--- config.mk ---
export PLATFORM = sky130hd
export DESIGN_NAME = userdma_ctrl_seq
export DESIGN_NICKNAME = d
export VERILOG_FILES = /design/src/rtl/userdma_ctrl_seq.sv
export SDC_FILE = /design/constraint.sdc
export NUM_CORES = 1
export LEC_CHECK = 0
export BUFFER_PORTS_ARGS = -buffer_cell sky130_fd_sc_hd__buf_2
export CORE_MARGIN = 2
export CORE_UTILIZATION = 45
export CTS_CLUSTER_DIAMETER = 150
export DETAILED_ROUTE_END_ITERATION = 8
export PLACE_DENSITY = 0.77
export SLEW_MARGIN = 20
export SYNTH_ARGS = -nofsm -noshare
export SYNTH_HDL_FRONTEND = slang
export SYNTH_SLANG_ARGS = --single-unit
export TNS_END_PERCENT = 50
--- constraint.sdc ---
create_clock -name ap_clk -period 3.2 [get_ports ap_clk]
set_input_delay 0.48 -clock ap_clk [delete_from_list [all_inputs] [get_ports ap_clk]]
set_output_delay 0.48 -clock ap_clk [all_outputs]
set_load 0.1 [all_outputs]
--- src/rtl/userdma_ctrl_seq.sv ---
// Command sequencer for the userdma kernel in ap_ctrl_chain mode.
// It validates one command, drives the kernel handshake and returns one status record.
module userdma_ctrl_seq #(
  parameter int unsigned      ADDR_W         = 64,
  parameter int unsigned      LEN_W          = 32,
  parameter logic [LEN_W-1:0] MAX_LEN        = LEN_W'(32'h0010_0000),
  parameter logic [31:0]      TIMEOUT_CYCLES = 32'h0010_0000
) (
  input  logic              ap_clk,
  input  logic              ap_rst_n,
  input  logic              cmd_valid,
  output logic              cmd_ready,
  input  logic [1:0]        cmd_mode,
  input  logic [LEN_W-1:0]  cmd_len,
  input  logic [ADDR_W-1:0] cmd_s2m_addr,
  input  logic [ADDR_W-1:0] cmd_m2s_addr,
  output logic              k_ap_start,
  input  logic              k_ap_ready,
  input  logic              k_ap_done,
  input  logic              k_ap_idle,
  output logic              k_ap_continue,
  output logic [1:0]        k_kernel_mode,
  output logic [ADDR_W-1:0] k_s2m_buf,
  output logic [ADDR_W-1:0] k_m2s_buf,
  output logic [LEN_W-1:0]  k_len,
  output logic              sts_valid,
  input  logic              sts_ready,
  output logic [1:0]        sts_code,
  output logic [31:0]       sts_cycles
);

  typedef enum logic [2:0] {IDLE, LAUNCH, RUN, ACK, REPORT} state_e;

  state_e            state_q, state_d;
  logic [31:0]       cnt_q, cnt_d;
  logic [31:0]       cycles_q, cycles_d;
  logic [1:0]        code_q, code_d;
  logic [1:0]        mode_q, mode_d;
  logic [LEN_W-1:0]  len_q, len_d;
  logic [ADDR_W-1:0] s2mBuf_q, s2mBuf_d;
  logic [ADDR_W-1:0] m2sBuf_q, m2sBuf_d;
  logic              staleCont_q, staleCont_d;
  logic              cmdAccept;
  logic              cmdBad;
  logic              timeout;
  logic [31:0]       cntInc;

  assign cmd_ready     = (state_q == IDLE) & k_ap_idle & ap_rst_n;
  assign k_ap_start    = (state_q == LAUNCH);
  assign k_ap_continue = (state_q == ACK) | staleCont_q;
  assign sts_valid     = (state_q == REPORT);
  assign sts_code      = code_q;
  assign sts_cycles    = cycles_q;
  assign k_kernel_mode = mode_q;
  assign k_len         = len_q;
  assign k_s2m_buf     = s2mBuf_q;
  assign k_m2s_buf     = m2sBuf_q;

  always_comb begin
    cmdAccept = cmd_valid & cmd_ready;
    cmdBad    = (cmd_mode == 2'b00) | (cmd_len == '0) | (cmd_len > MAX_LEN) |
                (cmd_mode[0] & (|cmd_s2m_addr[5:0])) |
                (cmd_mode[1] & (|cmd_m2s_addr[5:0]));
    // cntInc is the count including the current LAUNCH/RUN cycle
    cntInc    = (cnt_q == 32'hFFFF_FFFF) ? cnt_q : cnt_q + 32'd1;
    timeout   = (cntInc == TIMEOUT_CYCLES);

    state_d   = state_q;
    cnt_d     = cnt_q;
    cycles_d  = cycles_q;
    code_d    = code_q;
    mode_d    = mode_q;
    len_d     = len_q;
    s2mBuf_d  = s2mBuf_q;
    m2sBuf_d  = m2sBuf_q;
    // a done outside a live command belongs to a kernel we already gave up on
    staleCont_d = ((state_q == IDLE) | (state_q == REPORT)) & k_ap_done & ~k_ap_continue;

    case (state_q)
      IDLE: begin
        if (cmdAccept) begin
          mode_d   = cmd_mode;
          len_d    = cmd_len;
          s2mBuf_d = cmd_s2m_addr;
          m2sBuf_d = cmd_m2s_addr;
          if (cmdBad) begin
            state_d  = REPORT;
            code_d   = 2'b10;
            cycles_d = 32'd0;
          end else begin
            state_d = LAUNCH;
            cnt_d   = 32'd0;
          end
        end
      end
      LAUNCH: begin
        cnt_d = cntInc;
        if (timeout) begin
          state_d  = REPORT;
          code_d   = 2'b01;
          cycles_d = TIMEOUT_CYCLES;
        end else if (k_ap_ready & k_ap_done) begin
          state_d  = ACK;
          code_d   = 2'b00;
          cycles_d = cntInc;
        end else if (k_ap_ready) begin
          state_d = RUN;
        end
      end
      RUN: begin
        cnt_d = cntInc;
        if (timeout) begin
          state_d  = REPORT;
          code_d   = 2'b01;
          cycles_d = TIMEOUT_CYCLES;
        end else if (k_ap_done) begin
          state_d  = ACK;
          code_d   = 2'b00;
          cycles_d = cntInc;
        end
      end
      ACK: begin
        state_d = REPORT;
      end
      REPORT: begin
        if (sts_ready) state_d = IDLE;
      end
      default: state_d = IDLE;
    endcase
  end

  always_ff @(posedge ap_clk) begin
    if (!ap_rst_n) begin
      state_q     <= IDLE;
      cnt_q       <= 32'd0;
      cycles_q    <= 32'd0;
      code_q      <= 2'b00;
      mode_q      <= 2'b00;
      len_q       <= '0;
      s2mBuf_q    <= '0;
      m2sBuf_q    <= '0;
      staleCont_q <= 1'b0;
    end else begin
      state_q     <= state_d;
      cnt_q       <= cnt_d;
      cycles_q    <= cycles_d;
      code_q      <= code_d;
      mode_q      <= mode_d;
      len_q       <= len_d;
      s2mBuf_q    <= s2mBuf_d;
      m2sBuf_q    <= m2sBuf_d;
      staleCont_q <= staleCont_d;
    end
  end

endmodule
==> flow_results.org <==
** Synthesis
- Library cell with the highest instance count after synthesis :: sky130_fd_sc_hd__nand2_1
- Post-synth top flop :: sky130_fd_sc_hd__dfxtp_1
- Synthesis instantiated 64 different standard cells from the library.
- Sequential element share of the synthesized area :: 47.4%
- When the netlist entered floorplanning its net count stood at 1449.
- Leading cell types by count after synthesis :: 378 x sky130_fd_sc_hd__nand2_1, 232 x sky130_fd_sc_hd__dfxtp_1, 207 x sky130_fd_sc_hd__nand3_1
- Average cell area after synthesis :: 7.66 um^2
- Proportion of netlist area held by the largest area contributor :: 47.4%
- In the synthesized netlist the async set-or-reset flop fraction comes to 0%.
- Cells after synthesis :: 1279
- Post-synth EDFFs :: 0
- sky130_fd_sc_hd__dfxtp_1 takes more of the synthesized area than any other cell.
- Synthesis-stage register bit count :: 232
- During synthesis, Yosys emitted a total of 0 warnings.
- Total standard cell area after synthesis :: 9790 um^2
- Yosys attributes the largest share of cell area to sky130_fd_sc_hd__dfxtp_1 47%, sky130_fd_sc_hd__nand2_1 14%, sky130_fd_sc_hd__nand3_1 11%.

** Critical path
- In this design, the largest share of critical-path delay is due to simple AND/OR/NAND/NOR gates.
- Reg-to-reg slack, setup :: -0.15 ns
- Worst reg2reg path endpoint :: sts_cycles[24]$_SDFFE_PN0P_
- Worst endpoint data arrival time :: 3.81 ns
- Walking the worst path, the cells encountered are buf_4 -> nand4_1 -> or4_4 -> nor3_4 -> and4_1 -> o2bb2ai_2 -> or4_4 -> o31a_4 -> or4_1 -> a21oi_1.
- The critical path in this run is classified as reg -> reg.
- The cell that appears most often on the critical path is sky130_fd_sc_hd__or4_4.
- Element type at the critical path start :: flop
- Of all nets on the critical path, the largest fanout is 6.
- CP Capture Type :: flop
- Measured in cells, the most critical reg-to-reg path has a length of 10.
- The startpoint identified for the worst register-to-register timing path is cnt_q[7]$_SDFFE_PN0P_.
- Worst Path Buf+Inv :: 1
- For this design, the slowest cell found on the critical path is sky130_fd_sc_hd__or4_4.
- Slowest stage delay, CP :: 0.61 ns
- CP Data Required Time :: 3.66 ns

** Finish
- Fraction of final layout cells with drive strength greater than 1 :: 34.2%
- Net count reported at finish :: 1866
- Layout overhead on the synthesized area :: 38.9%

** Power and ir drop
- Share of power burned in combinational logic :: 18.2%
- In this run, the clock network consumes 40.4% of the power.
- Internal power of the cells :: 0.00498 W
- Flop pwr share :: 41.3%
- Power spread over the standard cell area amounts to 544 nW/um^2.
- In this run switching power makes up 32.8% of total power.
- The completed layout was analyzed and its total power is 0.00740 W.
- Leak pwr :: 6.79 nW
- For this design the total switching power over the nets is 0.00243 W.
- Worst-case vdd ir drop :: 0.000450 V

** Clock network
- Inserted Clock Buffers :: 25
- TritonCTS built the clock tree.
- Clock transition time at the flip-flop clock pins of the worst setup and hold paths :: 0.07 ns
- H-tree level count :: 1
- Hold-fix buffer count after cts :: 0
- Clock insertion delay at the later pin of the skew report :: 0.53 ns
- The longest clock path from root to sink contains 3 buffers.
- For this design, the sink count on the clock tree is 232.
- Root buffer cell :: sky130_fd_sc_hd__clkbuf_16

** Timing
- The clock arrives with 0.0200 ns of skew.
- Fin Hold WS :: 0.132 ns
- Dividing the final minimum period by the clock period gives 105%.
- Worst Slack Setup Final :: -0.152 ns
- At the pin with the least slew margin, the transition time is 0.895 ns.
- Slew margin rel. :: 40.3%
- The number of failing hold endpoints at the final stage is 0.
- Final max-slew violation count :: 0
- Derived from the worst setup path, the maximum achievable clock frequency is 0.298 GHz.
- Setup violations remaining at the end of the flow were counted as 34.
- Setup repair after global routing missed its margin :: yes
- Subtracting the final worst setup slack from the clock period gives 3.35 ns.

** Place
- Place WS :: -0.0705 ns
- The congestion estimate from routability-driven global placement came to 0.978.
- Detailed Place HPWL :: 27900 um
- Port Buf Inserts :: 368

** Run
- Max-cap violations in this run came to 0.

** GRT
- The initial antenna violation count came to 4.
- Global-route congestion overflow total :: 0
- Entering global routing, the biggest net connects 169 pins.
- The first global-routing pass estimated 54900 um of wire.
- Global-route usage over all layers :: 30.8%
- The number of global-route vias before repair came to 9855.

** Routing
- The detailed router placed 10800 vias in this run.
- The pre-antenna-repair detailed-routing pass consisted of 6 iterations.
- Routed WL per cell :: 18.7 um
- Iter 0 DRT Violations :: 711
- After detailed routing, the number of remaining DRC violations is 0.
- After detailed routing, the total wire length is 37300 um.
- In the routed layout, each cell is associated on average with a via count of 5.44.
- Once detail routing completed, the nets flagged for antenna violations numbered 0.

** Die
- The floorplan step defined a die boundary enclosing 23000 um^2.
- During I/O placement, the number of pins put on the boundary was 369.
- Starting density of the core :: 46.1%
- Die height :: 152 um
- The floorplan step defined a core boundary enclosing 21200 um^2.
- The initialized floorplan defines 53 standard-cell rows.
- Die W :: 152 um

** Outcome
- Failing checks :: negative setup slack
- Status :: complete, but fails checks

** Hold path
- Startpoint of the tightest hold check path :: cmd_s2m_addr[62]
- Worst hold path type :: in -> reg
- Hold Path End :: k_s2m_buf[62]$_SDFFE_PN0P_
- Hold Path Cell Cnt :: 3
## placed cells by master, fill, tap and decap left out, types with 16 or more instances in the layout
cell type | Yosys | final
sky130_fd_sc_hd__nand2_1 | 378 | 377
sky130_fd_sc_hd__and3_1 | 16 | 16
sky130_fd_sc_hd__nand3_1 | 207 | 205
sky130_fd_sc_hd__a21oi_1 | 60 | 59
sky130_fd_sc_hd__nor2_1 | 64 | 64
sky130_fd_sc_hd__buf_4 | 8 | 116
sky130_fd_sc_hd__clkbuf_16 | 0 | 25
sky130_fd_sc_hd__buf_2 | 14 | 367
sky130_fd_sc_hd__dfxtp_1 | 232 | 224
sky130_fd_sc_hd__o21ai_0 | 35 | 21
## final cells by class
type	count	area [um^2]
Fill cell	1909	7620
Antenna cell	2	5.00
Inverter	5	18.8
Clock buffer	32	712
Clock inverter	13	144
Multi-Input combinational cell	938	4810
Tap cell	275	344
Sequential cell	232	4650
Timing Repair Buffer	494	2910
## sequential cells by signal (all words and copies together) (netlist names)
signal	count
k_m2s_buf	64
k_s2m_buf	64
cnt_q	32
k_len	32
sts_cycles	32
state_q	3
k_kernel_mode	2
sts_code	2
staleCont_q	1
## power groups by stage
stage	Combinational [W]	Clock, W	Sequential [W]
floorplan	0.000204	0	0.00394
global placement	0.00134	0	0.00312
detailed placement	0.00135	0	0.00312
CTS	0.00135	0.00303	0.00306
global route	0.00139	0.00314	0.00307
finish	0.00135	0.00300	0.00306
## repair_timing
item                       4_1_cts  5_1_grt
pin swaps                        3       14
setup endpoints to repair       34       36
setup buffers                    2        3
gates resized for setup          5       36
## per-layer routing
metal / part of all wire (%) / track usage (%) / wire, um
met5: 0.062 / 0 / 23
met2: 47 / 49.6 / 17700
met1: 40 / 40.0 / 14900
met4: 4.2 / 12.7 / 1570
met3: 8.4 / 6.86 / 3140
## worst max path at each step
stage / end / startpoint / slack (ns) / cells after the start
2_1_floorplan: sts_cycles[24]$_SDFFE_PN0P_ / cnt_q[0]$_SDFFE_PN0P_ / 0.01 / 11
3_3_place_gp: sts_cycles[24]$_SDFFE_PN0P_ / cnt_q[1]$_SDFFE_PN0P_ / -0.05 / 12
3_5_place_dp: sts_code[0]$_SDFFE_PN0P_ / cnt_q[6]$_SDFFE_PN0P_ / -0.07 / 10
4_1_cts: sts_cycles[24]$_SDFFE_PN0P_ / cnt_q[1]$_SDFFE_PN0P_ / -0.07 / 11
5_1_grt: sts_cycles[24]$_SDFFE_PN0P_ / cnt_q[1]$_SDFFE_PN0P_ / -0.21 / 10
6_report: sts_cycles[24]$_SDFFE_PN0P_ / cnt_q[7]$_SDFFE_PN0P_ / -0.15 / 10
## per-stage QoR
| step | util (%) | TNS (ns) | cells | cell area [um^2] |
|---|---|---|---|---|
| CTS | 63.5 | -0.452 | 1987 | 13500 |
| detailed placement | 59.4 | -0.879 | 1940 | 12600 |
| finish | 64.1 | -2.83 | 1991 | 13600 |
| global placement | 59.4 | -0.0533 | 1940 | 12600 |
| global route | 64.1 | -5.33 | 1990 | 13600 |
| floorplan | - | 0 | 1279 | 9820 |
## worst reg2reg max path, cell delays in order, from the launching register on
cell	delay, ns
sky130_fd_sc_hd__dfxtp_2	0.33
sky130_fd_sc_hd__buf_4	0.12
sky130_fd_sc_hd__nand4_1	0.22
sky130_fd_sc_hd__or4_4	0.62
sky130_fd_sc_hd__nor3_4	0.21
sky130_fd_sc_hd__and4_1	0.23
sky130_fd_sc_hd__o2bb2ai_2	0.08
sky130_fd_sc_hd__or4_4	0.54
sky130_fd_sc_hd__o31a_4	0.41
sky130_fd_sc_hd__or4_1	0.40
sky130_fd_sc_hd__a21oi_1	0.13
## cells by family after synthesis
kind of cell	synth area share, %
compound gates	9.32
xor+xnor	2.33
flops	47.4
fa+ha+maj	0.128
buf+inv	4.75
mux	1.12
simple gates	34.9
No activity file was read; power rests on OpenSTA's default activity.
